<file path="src/rtl/einstein_kbd_pkg.sv">
// Shared types and scancode tables for the Einstein keyboard matrix interface.
// kbd_lookup maps a (extended, code) pair onto a matrix cell or a modifier id.
package einstein_kbd_pkg;

  localparam logic [7:0] SC_EXT   = 8'hE0;
  localparam logic [7:0] SC_BRK   = 8'hF0;
  localparam logic [7:0] SC_PAUSE = 8'hE1;

  typedef enum logic [1:0] {
    KIND_NONE   = 2'd0,
    KIND_MATRIX = 2'd1,
    KIND_MOD    = 2'd2
  } key_kind_t;

  // For KIND_MOD entries the col field carries the modifier id.
  typedef struct packed {
    key_kind_t  kind;
    logic [2:0] row;
    logic [2:0] col;
  } key_map_t;

  localparam logic [2:0] MOD_SHIFT_L = 3'd0;
  localparam logic [2:0] MOD_SHIFT_R = 3'd1;
  localparam logic [2:0] MOD_CTRL    = 3'd2;
  localparam logic [2:0] MOD_GRAPH   = 3'd3;

  typedef enum logic [1:0] {
    RX_IDLE   = 2'd0,
    RX_DATA   = 2'd1,
    RX_PARITY = 2'd2,
    RX_STOP   = 2'd3
  } rx_state_t;

  function automatic logic sc_ignored(input logic [7:0] code);
    return (code == 8'hAA) || (code == 8'hFA) || (code == 8'hFC) ||
           (code == 8'hEE) || (code == 8'h00) || (code == 8'hFF);
  endfunction

  function automatic key_map_t mx(input logic [2:0] r, input logic [2:0] c);
    return '{kind: KIND_MATRIX, row: r, col: c};
  endfunction

  function automatic key_map_t md(input logic [2:0] id);
    return '{kind: KIND_MOD, row: 3'd0, col: id};
  endfunction

  function automatic key_map_t kbd_lookup(input logic ext, input logic [7:0] code);
    key_map_t m;
    m = '{kind: KIND_NONE, row: 3'd0, col: 3'd0};
    if (!ext) begin
      case (code)
        8'h16: m = mx(3'd0, 3'd0);  8'h1E: m = mx(3'd0, 3'd1);
        8'h26: m = mx(3'd0, 3'd2);  8'h25: m = mx(3'd0, 3'd3);
        8'h2E: m = mx(3'd0, 3'd4);  8'h36: m = mx(3'd0, 3'd5);
        8'h3D: m = mx(3'd0, 3'd6);  8'h3E: m = mx(3'd0, 3'd7);
        8'h15: m = mx(3'd1, 3'd0);  8'h1D: m = mx(3'd1, 3'd1);
        8'h24: m = mx(3'd1, 3'd2);  8'h2D: m = mx(3'd1, 3'd3);
        8'h2C: m = mx(3'd1, 3'd4);  8'h35: m = mx(3'd1, 3'd5);
        8'h3C: m = mx(3'd1, 3'd6);  8'h43: m = mx(3'd1, 3'd7);
        8'h44: m = mx(3'd2, 3'd0);  8'h4D: m = mx(3'd2, 3'd1);
        8'h46: m = mx(3'd2, 3'd2);  8'h45: m = mx(3'd2, 3'd3);
        8'h4E: m = mx(3'd2, 3'd4);  8'h55: m = mx(3'd2, 3'd5);
        8'h1A: m = mx(3'd3, 3'd0);  8'h1C: m = mx(3'd3, 3'd1);
        8'h1B: m = mx(3'd3, 3'd2);  8'h23: m = mx(3'd3, 3'd3);
        8'h2B: m = mx(3'd3, 3'd4);  8'h34: m = mx(3'd3, 3'd5);
        8'h33: m = mx(3'd3, 3'd6);  8'h3B: m = mx(3'd3, 3'd7);
        8'h42: m = mx(3'd4, 3'd0);  8'h4B: m = mx(3'd4, 3'd1);
        8'h4C: m = mx(3'd4, 3'd2);  8'h52: m = mx(3'd4, 3'd3);
        8'h22: m = mx(3'd5, 3'd0);  8'h21: m = mx(3'd5, 3'd1);
        8'h2A: m = mx(3'd5, 3'd2);  8'h32: m = mx(3'd5, 3'd3);
        8'h31: m = mx(3'd5, 3'd4);  8'h3A: m = mx(3'd5, 3'd5);
        8'h29: m = mx(3'd6, 3'd0);  8'h5A: m = mx(3'd6, 3'd1);
        8'h66: m = mx(3'd6, 3'd2);  8'h76: m = mx(3'd6, 3'd3);
        8'h0D: m = mx(3'd6, 3'd4);
        8'h05: m = mx(3'd7, 3'd0);  8'h06: m = mx(3'd7, 3'd1);
        8'h04: m = mx(3'd7, 3'd2);  8'h0C: m = mx(3'd7, 3'd3);
        8'h12: m = md(MOD_SHIFT_L);
        8'h59: m = md(MOD_SHIFT_R);
        8'h14: m = md(MOD_CTRL);
        8'h11: m = md(MOD_GRAPH);
        default: ;
      endcase
    end else begin
      case (code)
        8'h75: m = mx(3'd7, 3'd4);  8'h72: m = mx(3'd7, 3'd5);
        8'h6B: m = mx(3'd7, 3'd6);  8'h74: m = mx(3'd7, 3'd7);
        8'h14: m = md(MOD_CTRL);
        8'h11: m = md(MOD_GRAPH);
        default: ;
      endcase
    end
    return m;
  endfunction

endpackage

</file>
<file path="src/rtl/einstein_kbd_matrix_ps2_rx.sv">
// PS/2 device-to-host receiver: synchroniser, clock deglitch, frame FSM
// and inter-edge timeout. Emits one byte_vld pulse per good frame.
module einstein_kbd_matrix_ps2_rx
  import einstein_kbd_pkg::*;
#(
  parameter int FILTER_CYC  = 8,
  parameter int TIMEOUT_CYC = 40000
) (
  input  logic       clk_sys,
  input  logic       reset,
  input  logic       ps2_clk,
  input  logic       ps2_data,
  output logic       byte_vld,
  output logic [7:0] rx_byte,
  output logic       rx_err
);

  localparam int FW = $clog2(FILTER_CYC + 1);
  localparam int TW = $clog2(TIMEOUT_CYC + 1);

  logic [1:0]    clk_sync_reg;
  logic [1:0]    data_sync_reg;
  logic          filt_reg;
  logic [FW-1:0] flt_cnt_reg;
  logic          fall_reg;
  logic          bit_reg;
  rx_state_t     state_reg, state_next;
  logic [2:0]    bit_cnt_reg;
  logic [7:0]    shift_reg;
  logic [TW-1:0] tmo_cnt_reg;
  logic          frame_ok, frame_bad, tmo_hit;

  // Filtered level flips only after FILTER_CYC consecutive differing samples.
  always_ff @(posedge clk_sys or posedge reset) begin
    if (reset) begin
      clk_sync_reg  <= 2'b11;
      data_sync_reg <= 2'b11;
      filt_reg      <= 1'b1;
      flt_cnt_reg   <= '0;
      fall_reg      <= 1'b0;
      bit_reg       <= 1'b1;
    end else begin
      clk_sync_reg  <= {clk_sync_reg[0], ps2_clk};
      data_sync_reg <= {data_sync_reg[0], ps2_data};
      fall_reg      <= 1'b0;
      if (clk_sync_reg[1] == filt_reg) begin
        flt_cnt_reg <= '0;
      end else if (flt_cnt_reg == FW'(FILTER_CYC - 1)) begin
        flt_cnt_reg <= '0;
        filt_reg    <= clk_sync_reg[1];
        fall_reg    <= filt_reg;
        bit_reg     <= data_sync_reg[1];
      end else begin
        flt_cnt_reg <= flt_cnt_reg + 1'b1;
      end
    end
  end

  assign tmo_hit = (state_reg != RX_IDLE) && (tmo_cnt_reg == TW'(TIMEOUT_CYC));

  always_comb begin
    state_next = state_reg;
    frame_ok   = 1'b0;
    frame_bad  = 1'b0;
    if (tmo_hit) begin
      state_next = RX_IDLE;
      frame_bad  = 1'b1;
    end else if (fall_reg) begin
      case (state_reg)
        RX_IDLE:   if (!bit_reg) state_next = RX_DATA;
        RX_DATA:   if (bit_cnt_reg == 3'd7) state_next = RX_PARITY;
        RX_PARITY: begin
          if (^{shift_reg, bit_reg}) begin
            state_next = RX_STOP;
          end else begin
            state_next = RX_IDLE;
            frame_bad  = 1'b1;
          end
        end
        RX_STOP: begin
          state_next = RX_IDLE;
          frame_ok   = bit_reg;
          frame_bad  = ~bit_reg;
        end
        default:   state_next = RX_IDLE;
      endcase
    end
  end

  always_ff @(posedge clk_sys or posedge reset) begin
    if (reset) begin
      state_reg   <= RX_IDLE;
      bit_cnt_reg <= '0;
      shift_reg   <= '0;
      tmo_cnt_reg <= '0;
      byte_vld    <= 1'b0;
      rx_err      <= 1'b0;
    end else begin
      state_reg <= state_next;
      byte_vld  <= frame_ok;
      rx_err    <= frame_bad;
      if (state_next == RX_IDLE || fall_reg) begin
        tmo_cnt_reg <= '0;
      end else begin
        tmo_cnt_reg <= tmo_cnt_reg + 1'b1;
      end
      if (state_reg == RX_IDLE) begin
        bit_cnt_reg <= '0;
      end else if (fall_reg && state_reg == RX_DATA) begin
        shift_reg   <= {bit_reg, shift_reg[7:1]};
        bit_cnt_reg <= bit_cnt_reg + 1'b1;
      end
    end
  end

  assign rx_byte = shift_reg;

endmodule

</file>
<file path="src/rtl/einstein_kbd_matrix.sv">
// Einstein keyboard matrix: decodes PS/2 scancodes into an 8x8 key-down
// matrix plus modifiers and answers the PSG row scan with column sense.
module einstein_kbd_matrix
  import einstein_kbd_pkg::*;
#(
  parameter int FILTER_CYC  = 8,
  parameter int TIMEOUT_CYC = 40000
) (
  input  logic       clk_sys,
  input  logic       reset,
  input  logic       ps2_clk,
  input  logic       ps2_data,
  input  logic [7:0] kb_row,
  output logic [7:0] kb_col,
  output logic       kb_shift,
  output logic       kb_ctrl,
  output logic       kb_graph,
  output logic       rx_err
);

  logic       byte_vld;
  logic [7:0] rx_byte;

  einstein_kbd_matrix_ps2_rx #(
    .FILTER_CYC (FILTER_CYC),
    .TIMEOUT_CYC(TIMEOUT_CYC)
  ) u_rx (
    .clk_sys (clk_sys),
    .reset   (reset),
    .ps2_clk (ps2_clk),
    .ps2_data(ps2_data),
    .byte_vld(byte_vld),
    .rx_byte (rx_byte),
    .rx_err  (rx_err)
  );

  logic [7:0] key_reg [8];
  logic [7:0] key_next [8];
  logic       ext_reg, ext_next;
  logic       brk_reg, brk_next;
  logic [2:0] skip_reg, skip_next;
  logic       lsh_reg, lsh_next;
  logic       rsh_reg, rsh_next;
  logic       ctrl_reg, ctrl_next;
  logic       graph_reg, graph_next;
  key_map_t   map;
  logic [7:0] col_next;

  assign map = kbd_lookup(ext_reg, rx_byte);

  // Held flags are active-high internally; outputs invert them.
  always_comb begin
    key_next   = key_reg;
    ext_next   = ext_reg;
    brk_next   = brk_reg;
    skip_next  = skip_reg;
    lsh_next   = lsh_reg;
    rsh_next   = rsh_reg;
    ctrl_next  = ctrl_reg;
    graph_next = graph_reg;
    if (byte_vld) begin
      if (skip_reg != 3'd0) begin
        skip_next = skip_reg - 3'd1;
      end else if (rx_byte == SC_EXT) begin
        ext_next = 1'b1;
      end else if (rx_byte == SC_BRK) begin
        brk_next = 1'b1;
      end else if (rx_byte == SC_PAUSE) begin
        skip_next = 3'd7;
      end else if (!sc_ignored(rx_byte)) begin
        case (map.kind)
          KIND_MATRIX: key_next[map.row][map.col] = ~brk_reg;
          KIND_MOD: begin
            case (map.col)
              MOD_SHIFT_L: lsh_next   = ~brk_reg;
              MOD_SHIFT_R: rsh_next   = ~brk_reg;
              MOD_CTRL:    ctrl_next  = ~brk_reg;
              MOD_GRAPH:   graph_next = ~brk_reg;
              default: ;
            endcase
          end
          default: ;
        endcase
        ext_next = 1'b0;
        brk_next = 1'b0;
      end
    end
  end

  always_ff @(posedge clk_sys or posedge reset) begin
    if (reset) begin
      key_reg   <= '{default: '0};
      ext_reg   <= 1'b0;
      brk_reg   <= 1'b0;
      skip_reg  <= '0;
      lsh_reg   <= 1'b0;
      rsh_reg   <= 1'b0;
      ctrl_reg  <= 1'b0;
      graph_reg <= 1'b0;
    end else begin
      key_reg   <= key_next;
      ext_reg   <= ext_next;
      brk_reg   <= brk_next;
      skip_reg  <= skip_next;
      lsh_reg   <= lsh_next;
      rsh_reg   <= rsh_next;
      ctrl_reg  <= ctrl_next;
      graph_reg <= graph_next;
    end
  end

  genvar gi, gj;
  generate
    for (gi = 0; gi < 8; gi++) begin : g_col
      logic [7:0] hit;
      for (gj = 0; gj < 8; gj++) begin : g_row
        assign hit[gj] = key_reg[gj][gi] & ~kb_row[gj];
      end
      assign col_next[gi] = ~|hit;
    end
  endgenerate

  always_ff @(posedge clk_sys or posedge reset) begin
    if (reset) begin
      kb_col   <= 8'hFF;
      kb_shift <= 1'b1;
      kb_ctrl  <= 1'b1;
      kb_graph <= 1'b1;
    end else begin
      kb_col   <= col_next;
      kb_shift <= ~(lsh_reg | rsh_reg);
      kb_ctrl  <= ~ctrl_reg;
      kb_graph <= ~graph_reg;
    end
  end

endmodule

</file>
<file path="config.mk">
export PLATFORM = sky130hd
export DESIGN_NAME = einstein_kbd_matrix
export DESIGN_NICKNAME = d
export VERILOG_FILES = /design/src/rtl/einstein_kbd_pkg.sv /design/src/rtl/einstein_kbd_matrix_ps2_rx.sv /design/src/rtl/einstein_kbd_matrix.sv
export SDC_FILE = /design/constraint.sdc
export NUM_CORES = 1
export LEC_CHECK = 0
export CAP_MARGIN = 20
export CORE_MARGIN = 5
export CORE_UTILIZATION = 64
export CTS_BUF_LIST = sky130_fd_sc_hd__clkbuf_8
export CTS_CLUSTER_SIZE = 40
export DETAILED_ROUTE_END_ITERATION = 10
export HOLD_SLACK_MARGIN = 0.1
export PLACE_DENSITY_LB_ADDON = 0.3
export SLEW_MARGIN = 10
export SYNTH_ARGS = -nofsm -noshare
export SYNTH_HDL_FRONTEND = slang
export SYNTH_HIERARCHICAL = 1
export SYNTH_SLANG_ARGS = --single-unit
</file>
<file path="constraint.sdc">
create_clock -name clk_sys -period 6.3 [get_ports clk_sys]
set_input_delay 0.63 -clock clk_sys [delete_from_list [all_inputs] [get_ports clk_sys]]
set_output_delay 0.63 -clock clk_sys [all_outputs]
set_load 0.005 [all_outputs]
</file>
== Word-level counts from Yosys, hierarchy flattened ==
Cells that the tools add are included.
Storage, ports and cells
  output and inout bits: 12
  bits in registers: 126
Cells by class
  equality and inequality tests: 84
  $add $sub $neg: 4
  $lt $le $gt $ge: 4
  muxes and demuxes: 37
  reductions and logical operators: 45
  bitwise gates (word level): 86
Operator list (number)
  one-hot mux 8 bit (53 select lines): 1
  == test 8 x 6 -> 1 bit (second input constant): 23
  == test 8 x 7 -> 1 bit (second input constant): 19
  == test 8 x 5 -> 1 bit (second input constant): 10
  AND 1 bit: 64
  bitwise mux 64 bit: 1
  == test 8 bit (second input constant): 8
  OR reduction 8 bit: 8
  one-hot mux 8 bit (6 select lines): 1
  AND reduction 8 bit: 4
  demux 8 bit (select 3 bit): 1
  == test 8 x 3 -> 1 bit (second input constant): 3
  NOT 1 bit: 20
  two-way mux 3 bit: 6
  adder 16 x 1 -> 16 bit (second input constant): 1
  == test 16 bit (second input constant): 1
  == test 8 x 4 -> 1 bit (second input constant): 2
  two-way mux 16 bit: 1
  two-way mux 8 bit: 2
  two-way mux 1 bit: 14
  inequality test 2 bit (second input constant): 7
  two-way mux 2 bit: 5
  AND reduction 5 bit: 2
  parity 9 bit: 1
  31 further kinds: 55

== Depth between registers and ports, before layout ==
  depth after elaboration: 10
  depth in mapped cells: 13

== Modules after synthesis ==
Netlist, hierarchy kept.
By module, submodules not included
  einstein_kbd_matrix: area an instance 5511.5 um2, times used 1, seq. area each 2115.8 um2, cells each 630
  einstein_kbd_matrix_ps2_rx: area an instance 1981.9 um2, times used 1, seq. area each 1058.5 um2, cells each 179

== Least setup slack after synthesis ==
No wires, ideal clock.
  kind: register -> register
  from: register u_rx.shift_reg[5] (netlist: u_rx/rx_byte[5])
  to: register key_reg[38] (netlist name)
  data arrival time: 2587 ps
  path buffers: 2
  stages on the path, launching flop included: 11
  period minus slack after synthesis: 2735 ps
  setup slack: 3565 ps
  data required time: 6152 ps
  cells stage by stage: dfrtp_1 > buf_6 > or4b_2 > o32ai_1 > a211oi_1 > o211ai_1 > and3b_1 > nor2b_1 > buf_2 > a21oi_1 > a31oi_1
Between the ends
  cells in the longest elaborated chain, start to end: 10
  elaborated cells between the ends (all ways): 92
  those cells by class: order compare (4); eq/ne (66); mux (8); bitwise (5); reduce/logical (9)
RTL lines
  start, declared: RTL line einstein_kbd_matrix_ps2_rx.sv:29  | logic [7:0] shift_reg;
  start signal, assigned: RTL line einstein_kbd_matrix_ps2_rx.sv:110  | shift_reg <= {bit_reg, shift_reg[7:1]};
  == test 8 x 5 -> 1 bit, or another cell as far along: RTL line einstein_kbd_pkg.sv:51, einstein_kbd_pkg.sv:84
  one-hot mux 8 bit (53 select lines) or one-hot mux 8 bit (6 select lines) (tied branches): RTL line einstein_kbd_pkg.sv:51, einstein_kbd_pkg.sv:84
  two-way mux 8 bit: RTL line einstein_kbd_pkg.sv:50  | if (!ext) begin
  < comparator 3 x 4 -> 1 bit (not written as such) or >= comparator 3 x 1 -> 1 bit (tied branches): RTL line einstein_kbd_matrix.sv:72  | KIND_MATRIX: key_next[map.row][map.col] = ~brk_reg;
  logical AND 1 bit (not written as such): RTL line einstein_kbd_matrix.sv:72
  two-way mux 1 bit (not written as such): RTL line einstein_kbd_matrix.sv:72
  demux 1 bit (select 3 bit): RTL line einstein_kbd_matrix.sv:72
  two-way mux 8 bit (not written as such): RTL line einstein_kbd_matrix.sv:72
  demux 8 bit (select 3 bit): RTL line einstein_kbd_matrix.sv:72
  bitwise mux 64 bit: RTL line einstein_kbd_matrix.sv:72
  end signal, assigned: RTL line einstein_kbd_matrix.sv:101  | key_reg <= key_next;
  end, declared: RTL line einstein_kbd_matrix.sv:37  | logic [7:0] key_reg [8];
Several ways; a longest one is shown, not always the timed one.
A chain may end at the register's enable or synchronous reset.

== Final worst setup path ==
  from: register u_rx.shift_reg[1] (netlist: u_rx/rx_byte[1])
  to: register key_reg[19] (netlist name)
Same word-level chain as after synthesis.

==> reports/results.ini <==
[detailed_routing]
remaining_drc_errors = 0
antenna_left = 0
drt_iter0_markers = 882
first_pass_iters = 5
viasPerCell = 6.52
avgRoutedWirePerCell_um = 19.4
wl_um = 18400
vias = 6196

[pwr]
clockPowerShare = 0.460
seqPwrFrac = 0.498
swShare = 0.229
power_density_nw_per_um2 = 208
power_mw = 1.68
p_comb_frac = 0.042
p_sw_mw = 0.386
internal-power_mw = 1.30
p_leak_nw = 3.24
ir_drop_mv = 0.291

[clock_tree]
cts_tree = done
cts_sinks = 126
cts_root_buf = clkbuf_8
cts_buffer_depth = 2
clk_latency_ns = 0.44
cts_resized = 0
path_clk_slew_ns = 0.08
htreeDepth = 4
cts_setup_buffers = 0
cts_buffers = 17
cts_hold_buf = 0

[timing]
slew_violations = 0
timing.slew.headroom = 0.333
hold_viol_final = 0
worst_pin_slew_ns = 1.00
rsz0062_at_grt = false
setup_viol = 0
skew_ns = 0.00941
period_needed_ns = 4.29
clock.fmax_mhz = 233
setup_slack_ns = 2.01
min_period_over_period = 0.681
setup-tns-final_ns = 0

[floorplan]
initial_core_util = 0.653
boundaryPins = 24
fp.dieH_um = 118
core_area_sq_um = 11500
die_area_sq_um = 14000
die_width_um = 118
fp-row-count = 39

[placement]
pre_cts_ws_ns = 2.08
hpwlAfterDp_um = 11900
placed_area_sq_um = 7550
gp_congestion = 0.994
port_buffers = 23

[logic_synthesis]
synth_cell_type_count = 92
yosysWarnings = 6
synth-adder-area-share = 0.0117
syn_avg_cell_area_sq_um = 9.26
synthMuxAreaShare = 0.0446
yosys_register_bits = 126
synth_top_area_frac = 0.364
synth_compound_area_frac = 0.194
yosys.area.top_type = dfrtp_1
ys_seq_area_frac = 0.424
synth.net_count = 828
synth.cell_area_sq_um = 7490
async_flop_share = 1.00
synth-main-ff-cell = dfrtp_1
synthTopCellsByArea = dfrtp_1, dfstp_2, inv_1
synth_edf_count = 0
synthXorXnorAreaFrac = 0.0329
synthSimpleGateAreaFrac = 0.197
synth_top_family_by_area = simple AND/OR/NAND/NOR gates
syn_inst = 809

[layout]
layout_commonest_cell = dfrtp_1
antennaDiodeCount = 0
layout-drive-gt1-share = 0.123
final_core_util = 0.704
fin_area_sq_um = 8080
largest_reg_flops = 64
synthToLayoutAreaGrowth_pct = 7.80
final_cell_mix = dfrtp_1, inv_1, nand2_1, nor2_1, a21oi_1
layout.nets = 814

[global_route]
grt_max_degree = 85
grt_pass1_vias = 5912
antenna_found_initial = 0
grtUsageTotal = 0.265
grt_pass1_wl_um = 30300
overflow = 0

[critical_path]
worst-path-max-fanout = 24
critPathBufInv = 1
max_stage_delay_ns = 0.86
critical_path.startpoint_type = flip-flop
path_cells = buf_4, nor2b_1, o21ai_0, a2111oi_1, a21oi_1, nor3_2, o211ai_1, o21ai_0, o31ai_1
end_kind = flip-flop
crit_family = compound AO/OA/AOI/OAI gates
cp_data_required_time_ns = 6.59
critical_path_class = reg -> reg
cp.arrival_ns = 4.58
crit_top_cell = o21ai_0
critPathSlowestCell = a2111oi_1

[run_status]
status = finished, final reports clean

[min_path]
hold_path_class = reg -> reg

[job]
maxCapViolations = 0

layout make-up:
class                   count  area [sq um]
flip-flops and latches    126          3170
fillers                   830          3390
repair buffers             37           383
well taps                 143           179
multi-input cells         531          3590
clock inverters            14           191
inverters                  82           309
clock buffers              18           248
metrics by stage:
step	std cells	hold slack, ns
4_1_cts	946	0.357
3_3_place_gp	914	0.346
6_report	951	0.356
5_1_grt	951	0.362
3_5_place_dp	914	0.347
2_1_floorplan	809	0.345
worst register-to-register path, cell delays in order (launching register included):
cell and delay [ns]:
dfrtp_1 0.81, buf_4 0.39, nor2b_1 0.30, o21ai_0 0.13, a2111oi_1 0.86, a21oi_1 0.11, nor3_2 0.61, o211ai_1 0.52
o21ai_0 0.31, o31ai_1 0.11
cells by family (layout without fill, tap and decap cells):
family          Yosys count  after routing
simple gates            248            248
compound gates          219            219
buf+inv                 152            151
flops                   126            126
mux                      32             32
xor+xnor                 25             25
fa+ha+maj                 7              7
cells in the mapped netlist, drive strengths merged, types with 3 or more instances:
| master | number |
|---|---|
| xnor2 | 17 |
| o211ai | 6 |
| nand3 | 20 |
| a31oi | 30 |
| inv | 82 |
| o31ai | 19 |
| dfrtp | 109 |
| xor2 | 6 |
| o211a | 4 |
| nor2 | 44 |
| a211oi | 4 |
| mux2i | 21 |
| buf | 41 |
| and2 | 5 |
| o22ai | 33 |
| clkbuf | 29 |
| nor4b | 5 |
| and3 | 9 |
| o21ai | 40 |
| nand2 | 43 |
| nor3 | 13 |
| a31o | 3 |
| nor4bb | 3 |
| nand4b | 3 |
| mux2 | 11 |
| a22o | 3 |
| dfstp | 17 |
| o21a | 4 |
| nor4 | 23 |
| or2 | 4 |
| or3 | 6 |
| ha | 7 |
| nor3b | 9 |
| a22oi | 4 |
| nor2b | 20 |
| or4 | 7 |
| nand4 | 5 |
| o32ai | 4 |
| nand2b | 11 |
| a21oi | 38 |
| nand3b | 6 |
power by group through the flow:
stage               sequential [mW]  combinational (mW)  clock [mW]
global route                  0.840              0.0815       0.826
finish                        0.838              0.0708       0.775
CTS                           0.838              0.0687       0.786
global placement              0.852              0.0668           0
detailed placement            0.853              0.0684           0
floorplan                     0.850              0.0498           0
worst paths after layout:
kind | startpoint | to | slack [ns] | depth (start not counted)
worst max-delay path | u_rx/rx_byte[1] | key_reg[19] | 2.01 | 9
worst min-delay path | u_rx/clk_sync_reg[0] | u_rx/clk_sync_reg[1] | 0.36 | 0
worst max register to register | u_rx/rx_byte[1] | key_reg[19] | 2.01 | 9
worst min register to register | u_rx/clk_sync_reg[0] | u_rx/clk_sync_reg[1] | 0.36 | 0
max in group asynchronous | reset | kb_col[1] | 5.11 | 4
min in group asynchronous | reset | skip_reg[2] | 0.56 | 3
per-layer routing:
metal | track usage | vias to the layer above | wire length (um)
li1 | - | 2884 | -
met1 | 0.369 | 2968 | 7950
met2 | 0.411 | 294 | 8780
met3 | 0.0435 | 50 | 1230
met4 | 0.114 | 0 | 477
met5 | 0 | - | 0
No activity file was read; power rests on OpenSTA's default activity.
